$ cat config.mk
export PLATFORM = sky130hd
export DESIGN_NAME = hamming_secded_pipe_flat
export DESIGN_NICKNAME = d
export VERILOG_FILES = /design/src/rtl/hamming_pkg.sv /design/src/rtl/hamming_secded_pipe_if.sv /design/src/rtl/hamming_syndrome.sv /design/src/rtl/hamming_secded_pipe.sv /design/src/flat_wrapper.sv
export SDC_FILE = /design/constraint.sdc
export NUM_CORES = 1
export LEC_CHECK = 0
export CAP_MARGIN = 15
export CELL_PAD_IN_SITES_DETAIL_PLACEMENT = 2
export CELL_PAD_IN_SITES_GLOBAL_PLACEMENT = 2
export CORE_AREA = 10 10 108 134
export DETAILED_ROUTE_END_ITERATION = 10
export DIE_AREA = 0 0 118 144
export PLACE_DENSITY_LB_ADDON = 0.1
export SLEW_MARGIN = 20
export SYNTH_ARGS = -nofsm -noshare
export SYNTH_HDL_FRONTEND = slang
export SYNTH_SLANG_ARGS = --single-unit
$ cat constraint.sdc
create_clock -name clk -period 2.25 [get_ports clk]
set_clock_uncertainty 0.15 [all_clocks]
set_input_delay 0.45 -clock clk [delete_from_list [all_inputs] [get_ports clk]]
set_output_delay 0.45 -clock clk [all_outputs]
set_load 0.01 [all_outputs]
$ cat src/rtl/hamming_pkg.sv
// hamming_pkg: shared SECDED Hamming helpers for the decoder and its future encoder.
//   par_w(data_w)           smallest P with 2^P >= data_w+P+1
//   is_pow2(pos)            true for parity positions 1,2,4,...
//   extract_data(code, cw)  gathers the non-power-of-two positions 3.. into data bits 0..
package hamming_pkg;
  localparam int MAX_W = 256;
  typedef logic [MAX_W-1:0] wide_t;
  function automatic int par_w(input int data_w);
    int r = 0;
    for (int p = 16; p >= 1; p--) if ((1 << p) >= data_w + p + 1) r = p;
    return r;
  endfunction
  function automatic logic is_pow2(input int pos);
    return pos > 0 && (pos & (pos - 1)) == 0;
  endfunction
  // Works on a fixed wide vector so one function serves every DATA_W; callers cast in and out.
  function automatic wide_t extract_data(input wide_t code, input int code_w);
    wide_t d = '0;
    int j = 0;
    for (int pos = 3; pos < MAX_W; pos++)
      if (pos < code_w && !is_pow2(pos)) begin
        d[j] = code[pos];
        j++;
      end
    return d;
  endfunction
endpackage

$ cat src/rtl/hamming_secded_pipe_if.sv
// hamming_secded_pipe_if: code-word input stream and decoded-result output stream.
//   in_valid/in_ready/in_code                       code-word source -> decoder
//   out_valid/out_ready/out_data/out_single/
//   out_double/out_syndrome                         decoder -> consumer
//   master: testbench/system side; slave: decoder side.
interface hamming_secded_pipe_if #(parameter int DATA_W = 8);
  import hamming_pkg::*;
  localparam int PAR_W = par_w(DATA_W);
  localparam int CODE_W = DATA_W + PAR_W + 1;
  logic in_valid;
  logic in_ready;
  logic [CODE_W-1:0] in_code;
  logic out_valid;
  logic out_ready;
  logic [DATA_W-1:0] out_data;
  logic out_single;
  logic out_double;
  logic [PAR_W-1:0] out_syndrome;
  modport master(output in_valid, in_code, out_ready,
                 input in_ready, out_valid, out_data, out_single, out_double, out_syndrome);
  modport slave(input in_valid, in_code, out_ready,
                output in_ready, out_valid, out_data, out_single, out_double, out_syndrome);
endinterface

$ cat src/rtl/hamming_syndrome.sv
// hamming_syndrome: combinational Hamming syndrome and overall parity of one code word.
//   code_i  code word, bit 0 = overall parity, bits 1.. = Hamming positions
//   syn_o   XOR of the indices of all set positions
//   par_o   XOR of every bit (0 for an error-free word)
module hamming_syndrome #(
  parameter int CODE_W = 13,
  parameter int PAR_W = 4
) (
  input  logic [CODE_W-1:0] code_i,
  output logic [PAR_W-1:0]  syn_o,
  output logic              par_o
);
  always_comb begin
    syn_o = '0;
    for (int pos = 1; pos < CODE_W; pos++) if (code_i[pos]) syn_o = syn_o ^ PAR_W'(pos);
  end
  assign par_o = ^code_i;
endmodule

$ cat src/rtl/hamming_secded_pipe.sv
// hamming_secded_pipe: two-stage pipelined SECDED decoder with valid/ready flow and error counters.
//   clk, rst     clock, synchronous active-high reset
//   bus          slave side of hamming_secded_pipe_if (input and output streams)
//   cnt_clr      synchronous clear of both counters, wins over an increment
//   corr_cnt     saturating count of delivered single-error words
//   uncorr_cnt   saturating count of delivered double-error words
module hamming_secded_pipe
  import hamming_pkg::*;
#(
  parameter int DATA_W = 8,
  parameter int CNT_W = 16
) (
  input  logic                  clk,
  input  logic                  rst,
  hamming_secded_pipe_if.slave  bus,
  input  logic                  cnt_clr,
  output logic [CNT_W-1:0]      corr_cnt,
  output logic [CNT_W-1:0]      uncorr_cnt
);
  localparam int PAR_W = par_w(DATA_W);
  localparam int CODE_W = DATA_W + PAR_W + 1;
  logic              s1_valid_q, s1_par_q, out_valid_q, out_single_q, out_double_q;
  logic [PAR_W-1:0]  s1_syn_q, out_syn_q, syn;
  logic [CODE_W-1:0] s1_code_q, fix_code;
  logic [DATA_W-1:0] out_data_q, data_d;
  logic [CNT_W-1:0]  corr_q, uncorr_q, corr_d, uncorr_d;
  logic              par, s2_adv, in_fire, out_fire, in_range, single_d, double_d;
  hamming_syndrome #(.CODE_W(CODE_W), .PAR_W(PAR_W)) u_syn (
    .code_i(bus.in_code),
    .syn_o (syn),
    .par_o (par)
  );
  assign s2_adv = !out_valid_q || bus.out_ready;
  assign bus.in_ready = !rst && (!s1_valid_q || s2_adv);
  assign in_fire = bus.in_valid && bus.in_ready;
  assign out_fire = out_valid_q && bus.out_ready;
  // A syndrome beyond the last position cannot come from a single flip.
  assign in_range = s1_syn_q != '0 && 32'(s1_syn_q) < 32'(CODE_W);
  always_comb begin
    fix_code = s1_code_q ^ ((s1_par_q && in_range) ? CODE_W'(1) << s1_syn_q : '0);
    data_d = DATA_W'(extract_data(wide_t'(fix_code), CODE_W));
    single_d = s1_par_q && (s1_syn_q == '0 || in_range);
    double_d = s1_syn_q != '0 && (!s1_par_q || !in_range);
    corr_d = cnt_clr ? '0 : (out_fire && out_single_q && corr_q != '1) ? corr_q + 1'b1 : corr_q;
    uncorr_d = cnt_clr ? '0 : (out_fire && out_double_q && uncorr_q != '1) ? uncorr_q + 1'b1 : uncorr_q;
  end
  always_ff @(posedge clk) begin
    if (rst) begin
      s1_valid_q <= 1'b0;
      s1_par_q <= 1'b0;
      s1_syn_q <= '0;
      s1_code_q <= '0;
      out_valid_q <= 1'b0;
      out_data_q <= '0;
      out_single_q <= 1'b0;
      out_double_q <= 1'b0;
      out_syn_q <= '0;
      corr_q <= '0;
      uncorr_q <= '0;
    end else begin
      if (in_fire) begin
        s1_syn_q <= syn;
        s1_par_q <= par;
        s1_code_q <= bus.in_code;
      end
      s1_valid_q <= in_fire || (s1_valid_q && !s2_adv);
      if (s2_adv) out_valid_q <= s1_valid_q;
      if (s2_adv && s1_valid_q) begin
        out_data_q <= data_d;
        out_single_q <= single_d;
        out_double_q <= double_d;
        out_syn_q <= s1_syn_q;
      end
      corr_q <= corr_d;
      uncorr_q <= uncorr_d;
    end
  end
  assign bus.out_valid = out_valid_q;
  assign bus.out_data = out_data_q;
  assign bus.out_single = out_single_q;
  assign bus.out_double = out_double_q;
  assign bus.out_syndrome = out_syn_q;
  assign corr_cnt = corr_q;
  assign uncorr_cnt = uncorr_q;
endmodule

$ cat src/flat_wrapper.sv
// flat-port wrapper written by rule: the top's interface ports become plain ports
module hamming_secded_pipe_flat import hamming_pkg::*;
#(
  parameter int DATA_W = 8,
  parameter int CNT_W = 16
)
  (clk, rst, cnt_clr, corr_cnt, uncorr_cnt, bus_in_valid, bus_in_code, bus_out_ready, bus_in_ready, bus_out_valid, bus_out_data, bus_out_single, bus_out_double, bus_out_syndrome);
  hamming_secded_pipe_if #(.DATA_W(DATA_W)) bus_i ();
  input  logic clk;
  input  logic rst;
  input  logic cnt_clr;
  output logic [CNT_W-1:0] corr_cnt;
  output logic [CNT_W-1:0] uncorr_cnt;
  input wire logic [$bits(bus_i.in_valid)-1:0] bus_in_valid;
  input wire logic [$bits(bus_i.in_code)-1:0] bus_in_code;
  input wire logic [$bits(bus_i.out_ready)-1:0] bus_out_ready;
  output wire logic [$bits(bus_i.in_ready)-1:0] bus_in_ready;
  output wire logic [$bits(bus_i.out_valid)-1:0] bus_out_valid;
  output wire logic [$bits(bus_i.out_data)-1:0] bus_out_data;
  output wire logic [$bits(bus_i.out_single)-1:0] bus_out_single;
  output wire logic [$bits(bus_i.out_double)-1:0] bus_out_double;
  output wire logic [$bits(bus_i.out_syndrome)-1:0] bus_out_syndrome;
  assign bus_i.in_valid = bus_in_valid;
  assign bus_i.in_code = bus_in_code;
  assign bus_i.out_ready = bus_out_ready;
  assign bus_in_ready = bus_i.in_ready;
  assign bus_out_valid = bus_i.out_valid;
  assign bus_out_data = bus_i.out_data;
  assign bus_out_single = bus_i.out_single;
  assign bus_out_double = bus_i.out_double;
  assign bus_out_syndrome = bus_i.out_syndrome;
  hamming_secded_pipe #(.DATA_W(DATA_W), .CNT_W(CNT_W)) u_core (.clk(clk), .rst(rst), .bus(bus_i), .cnt_clr(cnt_clr), .corr_cnt(corr_cnt), .uncorr_cnt(uncorr_cnt));
endmodule
==> impl_metrics.tcl <==
set metrics [dict create \
    core_um2 11900 \
    syn_area_per_cell_um2 8.61 \
    syn_nets 358 \
    route.vias.total 2714 \
    hold_class "reg -> reg" \
    muxShareOfSynthArea_pct 0.688 \
    antenna_found_initial 0 \
    stdcell_count 594 \
    tightest_slew_ns 0.371 \
    critPathLaunchType "primary input" \
    post-dp-hpwl_um 6920 \
    cts_tree "done" \
    critPathKind "in -> out" \
    cap_violations 0 \
    synthAdderAreaFrac_pct 0.860 \
    synth_top_family_by_area "simple AND/OR/NAND/NOR gates" \
    crit_fanout 5 \
    required_ns 1.65 \
    dp.cells 579 \
    hold_end "u_core.bus.out_syndrome[1]" \
    cts_buffers 9 \
    min-delay-start "u_core.bus.out_syndrome[1]" \
    synth-compound-area-share_pct 9.16 \
    htree_levels 3 \
    antennaDiodeCount 0 \
    start_util_pct 24.4 \
    peakVddDrop_mv 0.327 \
    io_pins 66 \
    synth_edf_count 0 \
    num_rows 45 \
    holdPathStages 2 \
    r2r_cells 7 \
    finalSetupViolations 0 \
    die_height_um 144 \
    design.die.area_um2 17000 \
    clk_latency_ns 0.33 \
    cts-root-buf "clkbuf_16" \
    place_congestion 0.714 \
    power_leakage_uw 0.00145 \
    worstPathArrival_ns 1.61 \
    grt_max_degree 32 \
    fmax_mhz 452 \
    yosys_warnings 0 \
    critPathBufInv 2 \
    fin_nets 446 \
    mostFrequentLayoutCells "clkdlybuf4s50_1 (64), dfxtp_1 (61), nor2_1 (52), nand2_1 (43), xnor2_1 (35)" \
    grt_pass1_wl_um 14900 \
    viasPerCell 4.57 \
    die_w_um 118 \
    drv_slew 0 \
    dr.pass1.iters 4 \
    critical_path.endpoint_type "output pin" \
    cp_cell_sequence "clkdlybuf4s50_1 -> nor2b_2 -> a21oi_1 -> dlygate4sd2_1" \
    power_density_nw_per_um2 681 \
    drive_gt1_share_pct 11.6 \
    rsz0062_at_grt "yes" \
    r2r_setup_slack_ns 0.34 \
    cpLargestDelayFamily "buffers and inverters" \
    status "complete, no violations" \
    netlist_instances 338 \
    ys_seq_area_share_pct 42.0 \
    wl_per_cell_um 14.9 \
    yosys_register_bits 61 \
    clk_pin_slew_ns 0.05 \
    initialDrtViolationCount 72 \
    tns_ns 0 \
    finalCritPeriodShare_pct 98.3 \
    drc 0 \
    wl_um 8870 \
    startpoint "bus_out_ready" \
    final_common_cell "clkdlybuf4s50_1" \
    synth_top_flop_cell "dfxtp_1" \
    worstReg2RegEnd "u_core.corr_cnt[1]" \
    async_flop_share_pct 0 \
    clock-sinks 61 \
    yosys.area_share.simple_pct 30.1 \
    timing.rr.start "u_core.corr_cnt[0]" \
    ctsLongestPathBuffers 2 \
    max_slew_margin_pct 74.9 \
    area_delta_synth_final_pct 45.2 \
    port_buffers 65 \
    synthesis.area_um2 2910 \
    finalHoldViolCount 0 \
    synth_cell_types 42 \
    grt-ovfl-total 0 \
    grt_pass1_vias 2943 \
    ant_nets 0 \
    grt_use_total_pct 10.8 \
    slowest_delay_ns 0.46 \
    synthXorXnorAreaFrac_pct 15.4 \
    layout_min_cycle_time_ns 2.21 \
    slowest_stage "clkdlybuf4s50_1" \
]
## where the power goes
part,switching (uW),internal [uW],total (uW)
registers,49.9,1130,1180
clock network,496,907,1400
logic,140,159,299
## kinds of logic (layout without fill, tap and decap cells)
logic type,after synthesis,count (layout)
AO/OA/AOI/OAI,41,41
XOR/XNOR,51,51
adder cells (fa/ha/maj),2,2
buffers and inverters,14,106
flip-flops,61,61
multiplexers,2,2
AND/OR/NAND/NOR,167,167
## sequential cells by signal, indices dropped and copies added (netlist names)
signal	count
u_core.bus.out_double	1
u_core.s1_valid_q	1
u_core.bus.out_valid	1
u_core.uncorr_cnt	16
u_core.s1_code_q	8
u_core.bus.out_syndrome	4
u_core.s1_syn_q	4
u_core.bus.out_single	1
u_core.bus.out_data	8
u_core.s1_par_q	1
u_core.corr_cnt	16
## how the worst max path moves through the flow
stage	to	cells past startpoint	slack, ns
after floorplan	u_core.uncorr_cnt[1]	6	0.34
after global placement	bus_in_ready	4	-0.28
after detailed placement	bus_in_ready	4	-0.30
after CTS	bus_in_ready	4	0.02
after global routing	bus_in_ready	4	-0.06
final	bus_in_ready	4	0.04
## stage by stage
stage / util, % / total power (uW) / area, um^2 / hold WS (ns) / worst slack [ns]
floorplan: - / 1370 / 2910 / 0.311 / 0.336
global placement: 32.8 / 1500 / 3910 / 0.299 / -0.275
detailed placement: 32.8 / 1510 / 3910 / 0.299 / -0.299
CTS: 35.3 / 2950 / 4210 / 0.307 / 0.0187
global route: 35.4 / 3030 / 4220 / 0.332 / -0.0576
finish: 35.4 / 2880 / 4220 / 0.302 / 0.0388
## synthesized netlist by cell type, types with 2 or more instances
master | count | area (um^2)
inv_1 | 2 | 7.51
nand2b_1 | 3 | 18.8
and2_1 | 2 | 12.5
or4_1 | 2 | 15.0
o211ai_1 | 3 | 22.5
dfxtp_1 | 61 | 1220
nand3_1 | 7 | 35.0
and3_1 | 5 | 31.3
xor2_1 | 16 | 140
mux2i_1 | 2 | 20.0
o21ai_0 | 7 | 35.0
clkbuf_1 | 11 | 41.3
nor4b_1 | 2 | 17.5
o2111ai_1 | 4 | 35.0
nor2_1 | 52 | 195
nand3b_1 | 14 | 105
a211oi_1 | 9 | 67.6
nand2_1 | 43 | 161
xnor2_1 | 35 | 307
nor4_1 | 4 | 25.0
nor2b_1 | 3 | 18.8
ha_1 | 2 | 25.0
nor3_1 | 8 | 40.0
nor4_2 | 2 | 25.0
a21oi_1 | 13 | 65.1
nand4_1 | 10 | 62.6
## layer usage
| metal | global-route usage, % | vias up | routed length (um) | part of all wire [%] |
|---|---|---|---|---|
| met1 | 11.0 | 1305 | 3620 | 41 |
| met3 | 3.78 | 9 | 443 | 5.0 |
| met5 | 0 | - | 0 | 0 |
| li1 | - | 1356 | - | - |
| met2 | 20.0 | 44 | 4670 | 53 |
| met4 | 4.50 | 0 | 142 | 1.6 |
## timing repair
action	4_1_cts	5_1_grt
hold endpoints to repair	0	0
hold buffers	0	0
pin swaps	0	0
gates resized for setup	2	2
setup buffers	0	0
setup endpoints to repair	1	4
gates cloned	0	0
## worst reg2reg max path: cells and delay by family (launching register included)
kind / cells / cell delay [ns]
buffers and inverters: 1 / 0.17
flip-flops: 1 / 0.39
AO/OA/AOI/OAI: 1 / 0.25
AND/OR/NAND/NOR: 3 / 0.45
adder cells (fa/ha/maj): 1 / 0.23
multiplexers: 1 / 0.18
## final cells by class
cell class / instances / area (um^2)
fillers: 1377 / 7710
multi-input cells: 263 / 1650
flip-flops and latches: 61 / 1220
repair buffers: 89 / 842
clock buffers: 11 / 253
well taps: 164 / 205
clock inverters: 4 / 47.5
inverters: 2 / 7.51
Power figures use the tool's default switching activity.
